`config.mk`:
```
export PLATFORM = sky130hd
export DESIGN_NAME = qspi_slave_sync
export DESIGN_NICKNAME = d
export VERILOG_FILES = /design/src/rtl/qspi_slave_sync.sv
export SDC_FILE = /design/constraint.sdc
export NUM_CORES = 1
export LEC_CHECK = 0
export ABC_AREA = 1
export BUFFER_PORTS_ARGS = -buffer_cell sky130_fd_sc_hd__buf_2
export CORE_ASPECT_RATIO = 0.9
export CORE_MARGIN = 5
export CORE_UTILIZATION = 50
export DETAILED_ROUTE_END_ITERATION = 10
export GPL_TIMING_DRIVEN = 0
export PLACE_DENSITY = 0.75
export SETUP_SLACK_MARGIN = 0.5
export SLEW_MARGIN = 10
export SYNTH_ARGS = -nofsm -noshare
export SYNTH_HDL_FRONTEND = slang
export SYNTH_SLANG_ARGS = --single-unit
```
`constraint.sdc`:
```
create_clock -name I_clk -period 1.8 [get_ports I_clk]
set_input_delay 0.09 -clock I_clk [delete_from_list [all_inputs] [get_ports I_clk]]
set_output_delay 0.09 -clock I_clk [all_outputs]
set_load 0.02 [all_outputs]
```
`src/rtl/qspi_slave_sync.sv`:
```
// qspi_slave_sync: oversampled QSPI slave bridging quad write/read frames onto a single-port RAM bus
module qspi_slave_sync #(
  parameter int DATA_WIDTH   = 8,
  parameter int ADDR_WIDTH   = 24,
  parameter int DUMMY_CYCLES = 4,
  parameter int RD_LATENCY   = 2,
  parameter int SYNC_STAGES  = 2
) (
  input  logic                  I_clk,
  input  logic                  I_rst,
  input  logic                  I_qspi_sck,
  input  logic                  I_qspi_cs,
  input  logic [3:0]            i_qspi_io,
  output logic [3:0]            o_qspi_io,
  output logic                  o_qspi_oe,
  output logic [ADDR_WIDTH-1:0] o_addr,
  output logic [DATA_WIDTH-1:0] o_wdata,
  output logic                  o_we,
  output logic                  o_re,
  input  logic [DATA_WIDTH-1:0] i_rdata,
  output logic                  o_busy,
  output logic                  o_err
);
  localparam logic [2:0] S_IDLE   = 3'd0;
  localparam logic [2:0] S_CMD    = 3'd1;
  localparam logic [2:0] S_ADDR   = 3'd2;
  localparam logic [2:0] S_DUMMY  = 3'd3;
  localparam logic [2:0] S_WDATA  = 3'd4;
  localparam logic [2:0] S_RDATA  = 3'd5;
  localparam logic [2:0] S_IGNORE = 3'd6;
  localparam logic [4:0] C_LAST  = 5'd7;
  localparam logic [4:0] A_LAST  = 5'(ADDR_WIDTH / 4 - 1);
  localparam logic [4:0] D_LAST  = 5'(DATA_WIDTH / 4 - 1);
  localparam logic [4:0] DM_LAST = 5'(DUMMY_CYCLES - 1);
  logic [5:0] sync_q [SYNC_STAGES];
  logic cs_s, sck_s;
  logic [3:0] io_s;
  logic sck_d_q, cs_d_q;
  logic rise, fall, cs_fall;
  logic [2:0] state_q, state_d;
  logic [4:0] cnt_q, cnt_d;
  logic [7:0] op_q, op_d;
  logic wr_q, wr_d;
  logic [ADDR_WIDTH-1:0] ash_q, ash_d;
  logic [ADDR_WIDTH-1:0] addr_q, addr_d;
  logic [DATA_WIDTH-1:0] sh_q, sh_d;
  logic [DATA_WIDTH-1:0] wdata_q, wdata_d;
  logic [DATA_WIDTH-1:0] stage_q, stage_d;
  logic [RD_LATENCY-1:0] re_pipe_q, re_pipe_d;
  logic we_q, we_d;
  logic re_q, re_d;
  logic rd_req_q, rd_req_d;
  logic inc_q, inc_d;
  logic err_q, err_d;
  logic oe_q, oe_d;
  logic [3:0] io_q, io_d;
  logic first;
  assign {cs_s, sck_s, io_s} = sync_q[SYNC_STAGES-1];
  assign rise    = sck_s & ~sck_d_q;
  assign fall    = ~sck_s & sck_d_q;
  assign cs_fall = ~cs_s & cs_d_q;
  assign first   = cnt_q == 5'd0;
  assign o_qspi_io = io_q;
  assign o_qspi_oe = oe_q;
  assign o_addr    = addr_q;
  assign o_wdata   = wdata_q;
  assign o_we      = we_q;
  assign o_re      = re_q;
  assign o_err     = err_q;
  assign o_busy    = ~cs_s & (state_q != S_IDLE);
  // Synchronise cs, sck and io through one shared chain so they stay aligned; reset to "cs low" so a held-low cs cannot start a frame
  always_ff @(posedge I_clk) begin
    if (I_rst) begin
      for (int k = 0; k < SYNC_STAGES; k++) sync_q[k] <= '0;
      sck_d_q <= 1'b0;
      cs_d_q  <= 1'b0;
    end else begin
      sync_q[0] <= {I_qspi_cs, I_qspi_sck, i_qspi_io};
      for (int k = 1; k < SYNC_STAGES; k++) sync_q[k] <= sync_q[k-1];
      sck_d_q <= sck_s;
      cs_d_q  <= cs_s;
    end
  end
  // Frame decoder: next-state for the FSM, shifters, bus strobes and pad drive
  always_comb begin
    state_d   = state_q;
    cnt_d     = cnt_q;
    op_d      = op_q;
    wr_d      = wr_q;
    ash_d     = ash_q;
    addr_d    = inc_q ? addr_q + ADDR_WIDTH'(1) : addr_q;
    sh_d      = sh_q;
    wdata_d   = wdata_q;
    stage_d   = re_pipe_q[RD_LATENCY-1] ? i_rdata : stage_q;
    re_pipe_d = RD_LATENCY'({re_pipe_q, re_q});
    we_d      = 1'b0;
    re_d      = rd_req_q;
    rd_req_d  = 1'b0;
    inc_d     = 1'b0;
    err_d     = 1'b0;
    oe_d      = oe_q;
    io_d      = io_q;
    if (state_q != S_IDLE && cs_s) begin
      state_d = S_IDLE;
      cnt_d   = 5'd0;
      oe_d    = 1'b0;
      io_d    = 4'd0;
      re_d    = 1'b0;
      err_d   = state_q == S_CMD || state_q == S_ADDR;
    end else begin
      case (state_q)
        S_IDLE: begin
          if (cs_fall) begin
            state_d = S_CMD;
            cnt_d   = 5'd0;
            op_d    = 8'd0;
            ash_d   = '0;
            sh_d    = '0;
          end
        end
        S_CMD: begin
          if (rise) begin
            op_d  = {op_q[6:0], io_s[0]};
            cnt_d = cnt_q + 5'd1;
            if (cnt_q == C_LAST) begin
              cnt_d   = 5'd0;
              wr_d    = op_d == 8'h32;
              state_d = (op_d == 8'h32 || op_d == 8'h6B) ? S_ADDR : S_IGNORE;
              err_d   = op_d != 8'h32 && op_d != 8'h6B;
            end
          end
        end
        S_ADDR: begin
          if (rise) begin
            ash_d = {ash_q[ADDR_WIDTH-5:0], io_s};
            cnt_d = cnt_q + 5'd1;
            if (cnt_q == A_LAST) begin
              cnt_d    = 5'd0;
              addr_d   = ash_d;
              state_d  = wr_q ? S_WDATA : S_DUMMY;
              rd_req_d = ~wr_q;
            end
          end
        end
        S_DUMMY: begin
          if (rise) begin
            cnt_d = cnt_q + 5'd1;
            if (cnt_q == DM_LAST) begin
              cnt_d   = 5'd0;
              state_d = S_RDATA;
            end
          end
        end
        S_WDATA: begin
          if (rise) begin
            sh_d  = {sh_q[DATA_WIDTH-5:0], io_s};
            cnt_d = cnt_q + 5'd1;
            if (cnt_q == D_LAST) begin
              cnt_d   = 5'd0;
              wdata_d = sh_d;
              we_d    = 1'b1;
              inc_d   = 1'b1;
            end
          end
        end
        S_RDATA: begin
          if (fall) begin
            oe_d     = 1'b1;
            io_d     = first ? stage_q[DATA_WIDTH-1 -: 4] : sh_q[DATA_WIDTH-1 -: 4];
            sh_d     = (first ? stage_q : sh_q) << 4;
            cnt_d    = cnt_q == D_LAST ? 5'd0 : cnt_q + 5'd1;
            addr_d   = first ? addr_q + ADDR_WIDTH'(1) : addr_q;
            rd_req_d = first;
          end
        end
        default: ;
      endcase
    end
  end
  // State and datapath registers
  always_ff @(posedge I_clk) begin
    if (I_rst) begin
      state_q   <= S_IDLE;
      cnt_q     <= '0;
      op_q      <= '0;
      wr_q      <= 1'b0;
      ash_q     <= '0;
      addr_q    <= '0;
      sh_q      <= '0;
      wdata_q   <= '0;
      stage_q   <= '0;
      re_pipe_q <= '0;
      we_q      <= 1'b0;
      re_q      <= 1'b0;
      rd_req_q  <= 1'b0;
      inc_q     <= 1'b0;
      err_q     <= 1'b0;
      oe_q      <= 1'b0;
      io_q      <= '0;
    end else begin
      state_q   <= state_d;
      cnt_q     <= cnt_d;
      op_q      <= op_d;
      wr_q      <= wr_d;
      ash_q     <= ash_d;
      addr_q    <= addr_d;
      sh_q      <= sh_d;
      wdata_q   <= wdata_d;
      stage_q   <= stage_d;
      re_pipe_q <= re_pipe_d;
      we_q      <= we_d;
      re_q      <= re_d;
      rd_req_q  <= rd_req_d;
      inc_q     <= inc_d;
      err_q     <= err_d;
      oe_q      <= oe_d;
      io_q      <= io_d;
    end
  end
endmodule

```
==> impl_metrics.json <==
{
  "leakagePower_nw": 3.35,
  "final_hold_vio_count": 0,
  "fillCellCount": 748,
  "drt-initial-drc-count": 952,
  "power_density_mw_per_mm2": 1010,
  "worstPathMaxFanout": 7,
  "critPathLaunchType": "flip-flop",
  "critPathArrivalTime_ns": 2.12,
  "hold_path_end": "cnt_q[2]",
  "grt-ovfl-total": 0,
  "final_antenna_net_count": 0,
  "vias_per_cell": 5.71,
  "final_cell_count_no_fill": 1156,
  "antenna_found_initial": 0,
  "clkTransAtPathRegs_ns": 0.08,
  "ys_seq_area_share_pct": 38.7,
  "number_of_placed_i_o_pins": 57,
  "first_pass_iters": 6,
  "synth_cells": 848,
  "yosysWarnings": 0,
  "violations": "setup timing",
  "r2r_end": "o_addr[6]",
  "flow.area_growth_from_synthesis_pct": 45.0,
  "crit_required_ns": 2.10,
  "grt_pass1_wl_um": 30200,
  "place_worst_setup_slack_ns": -0.0696,
  "syn_avg_cell_area_um2": 6.64,
  "unrepaired_setup_endpoints_after_global_routing": "true",
  "clkSinkCount": 109,
  "die_w_um": 122,
  "slew_violations": 0,
  "worstHoldPathType": "primary input to flip-flop",
  "postSynthRegisterBits": 109,
  "cts_max_path_buffers": 2,
  "report.final.setup_viol": 3,
  "critPathKind": "flip-flop to flip-flop",
  "placed_cells_incl_taps": 1055,
  "die_area_mm2": 0.0135,
  "number_of_max_cap_violations": 0,
  "layout.core_utilization_pct": 74.6,
  "post_route_cell_area_mm2": 0.00817,
  "max_freq_mhz": 549,
  "postRouteWirelength_um": 21000,
  "tightestPinTransition_ns": 0.781,
  "place.port_buffers": 55,
  "cts_buffers": 9,
  "cts.root.buffer_cell": "sky130_fd_sc_hd__clkbuf_16",
  "final_critical_path_setup_slack_ns": -0.0231,
  "setup_tns_ns": -0.0334,
  "finalNetCount": 1019,
  "synth-main-ff-cell": "sky130_fd_sc_hd__dfxtp_1",
  "synth_cell_type_count": 38,
  "globalplace.congestion": 0.947,
  "min-delay-start": "I_rst",
  "dpl-instance-area_mm2": 0.00638,
  "place_hpwl_um": 12200,
  "insertion_delay_of_the_later_clocked_pin_in_the_worst_skew_pair_ns": 0.36,
  "timing.rr.start": "state_q[0]",
  "worst_r2r_path_depth": 10,
  "floorplan.core_area_mm2": 0.0109,
  "largest_net_degree_at_the_start_of_global_routing": 22,
  "cts_tree": "done",
  "rows": 36,
  "synthesis.area_mm2": 0.00563,
  "post_route_cells_drive_above_1_share_pct": 36.5,
  "antenna_cells_inserted": 0,
  "cp-end-kind": "flip-flop",
  "postSynthNetCount": 868,
  "max-slew-margin-rel_pct": 48.0,
  "cts-htree-levels": 3,
  "detailroute.via_count": 6599,
  "initial_utilization_pct": 51.5,
  "final_critical_path_required_period_ns": 1.82,
  "remaining_drc_errors": 0,
  "die-height_um": 111,
  "grt_util_all_layers_pct": 27.9,
  "ir_worst_vdd_mv": 0.751,
  "number_of_synthesized_flops_with_an_enable_pin": 0,
  "route.detailed.wl_per_inst_um": 18.1,
  "layout_worst_path_cycle_share_pct": 101,
  "clock-skew-final_ns": 0.00833,
  "first_global_vias": 5928,
  "synth_async_sr_flop_share_pct": 0,
  "min_delay_path_depth": 4,
  "run_status": "complete, but fails checks",
  "reg2reg_setup_slack_ns": -0.02
}
[layout by cell type (no fill, tap or decap), types with 16 or more instances in the layout]
cell type	netlist	routed
sky130_fd_sc_hd__a21oi_1	77	54
sky130_fd_sc_hd__a21oi_2	0	23
sky130_fd_sc_hd__buf_2	7	58
sky130_fd_sc_hd__buf_4	2	52
sky130_fd_sc_hd__buf_6	2	19
sky130_fd_sc_hd__dfxtp_1	109	80
sky130_fd_sc_hd__dfxtp_2	0	19
sky130_fd_sc_hd__inv_1	86	72
sky130_fd_sc_hd__nand2_1	197	171
sky130_fd_sc_hd__nand2_2	2	16
sky130_fd_sc_hd__nand3_1	29	21
sky130_fd_sc_hd__nor2_1	139	94
sky130_fd_sc_hd__nor2_2	3	25
sky130_fd_sc_hd__nor2_4	4	27
sky130_fd_sc_hd__o21ai_0	73	38
sky130_fd_sc_hd__o21ai_1	4	27
[registers in the layout, summed over array words and instances, names as in the netlist, 3 cells and up]
| name | cells |
|---|---|
| stage_q | 8 |
| op_q | 7 |
| o_addr | 24 |
| sync_q | 12 |
| sh_q | 8 |
| state_q | 3 |
| ash_q | 20 |
| o_wdata | 8 |
| o_qspi_io | 4 |
| cnt_q | 5 |
[cell type report]
class                   count  area (µm²)  share of cell area [%]
clock inverters             7        76.3                   0.935
inverters                  96         405                    4.96
plain buffers              31         310                    3.80
multi-input cells         612        3650                    44.7
well taps                 152         190                    2.33
repair buffers            140        1060                    13.0
clock buffers               9         225                    2.76
flip-flops and latches    109        2240                    27.5
[cells in the mapped netlist, types with 9 or more instances]
master                       n  area share, %
sky130_fd_sc_hd__o21ai_0    73            6.5
sky130_fd_sc_hd__nor2_1    139            9.3
sky130_fd_sc_hd__nand3_1    29            2.6
sky130_fd_sc_hd__inv_1      86            5.7
sky130_fd_sc_hd__a211oi_1    9            1.2
sky130_fd_sc_hd__nand2_1   197             13
sky130_fd_sc_hd__xor2_1     14            2.2
sky130_fd_sc_hd__clkbuf_1   20            1.3
sky130_fd_sc_hd__nand4_1     9            1.0
sky130_fd_sc_hd__a31oi_1    14            1.6
sky130_fd_sc_hd__a21oi_1    77            6.8
sky130_fd_sc_hd__dfxtp_1   109             39
[repair_timing]
action                                  CTS  global route
resized for setup                       141           111
endpoints found under the setup margin   85            87
hold buffers                             14             0
pin swaps                                41            41
endpoints found under the hold margin    14             0
setup buffers                            39            21
cloned                                   10             1
[metrics by stage]
| step | total power [mW] | hold slack, ns |
|---|---|---|
| 2_1_floorplan | 4.37 | 0.197 |
| 3_3_place_gp | 4.78 | 0.289 |
| 3_5_place_dp | 4.81 | 0.297 |
| 4_1_cts | 7.50 | 0.216 |
| 5_1_grt | 8.54 | 0.285 |
| 6_report | 8.23 | 0.278 |
[logic make-up after synthesis]
family | after synthesis | synth area share [%]
simple gates | 402 | 30.4
xor+xnor | 19 | 2.95
compound gates | 187 | 18.0
flops | 109 | 38.7
buf+inv | 127 | 9.02
fa+ha+maj | 4 | 0.889
[how the worst max path moves through the flow]
stage,from,endpoint,depth (start not counted)
after floorplan,o_addr[0],o_addr[12],10
after global placement,state_q[1],o_addr[6],12
after detailed placement,state_q[1],o_addr[6],12
after CTS,state_q[2],o_addr[6],11
after global routing,o_addr[2],o_addr[9],9
final,state_q[0],o_addr[6],10
[worst max-delay path, cell delays in order (launching register included)]
cell	delay, ns
sky130_fd_sc_hd__dfxtp_4	0.38
sky130_fd_sc_hd__nor2_4	0.18
sky130_fd_sc_hd__inv_4	0.07
sky130_fd_sc_hd__o21ai_4	0.19
sky130_fd_sc_hd__o21ai_4	0.13
sky130_fd_sc_hd__buf_4	0.20
sky130_fd_sc_hd__o21ai_0	0.29
sky130_fd_sc_hd__a21oi_1	0.08
sky130_fd_sc_hd__nand3_1	0.08
sky130_fd_sc_hd__o211ai_1	0.10
sky130_fd_sc_hd__inv_2	0.07
[layer usage]
metal  vias up  track usage, %  wire, µm
li1       3034               -         -
met1      2993            39.3      8620
met2       472            40.8      8950
met3       100            7.86      2500
met4         0            9.41       910
met5         -               0         0
[where the power goes]
part | switching (mW) | internal, mW
combinational | 1.94 | 1.34
sequential | 0.207 | 2.72
clock | 1.03 | 0.988
total | 3.18 | 5.05
Power figures use the tool's default switching activity.
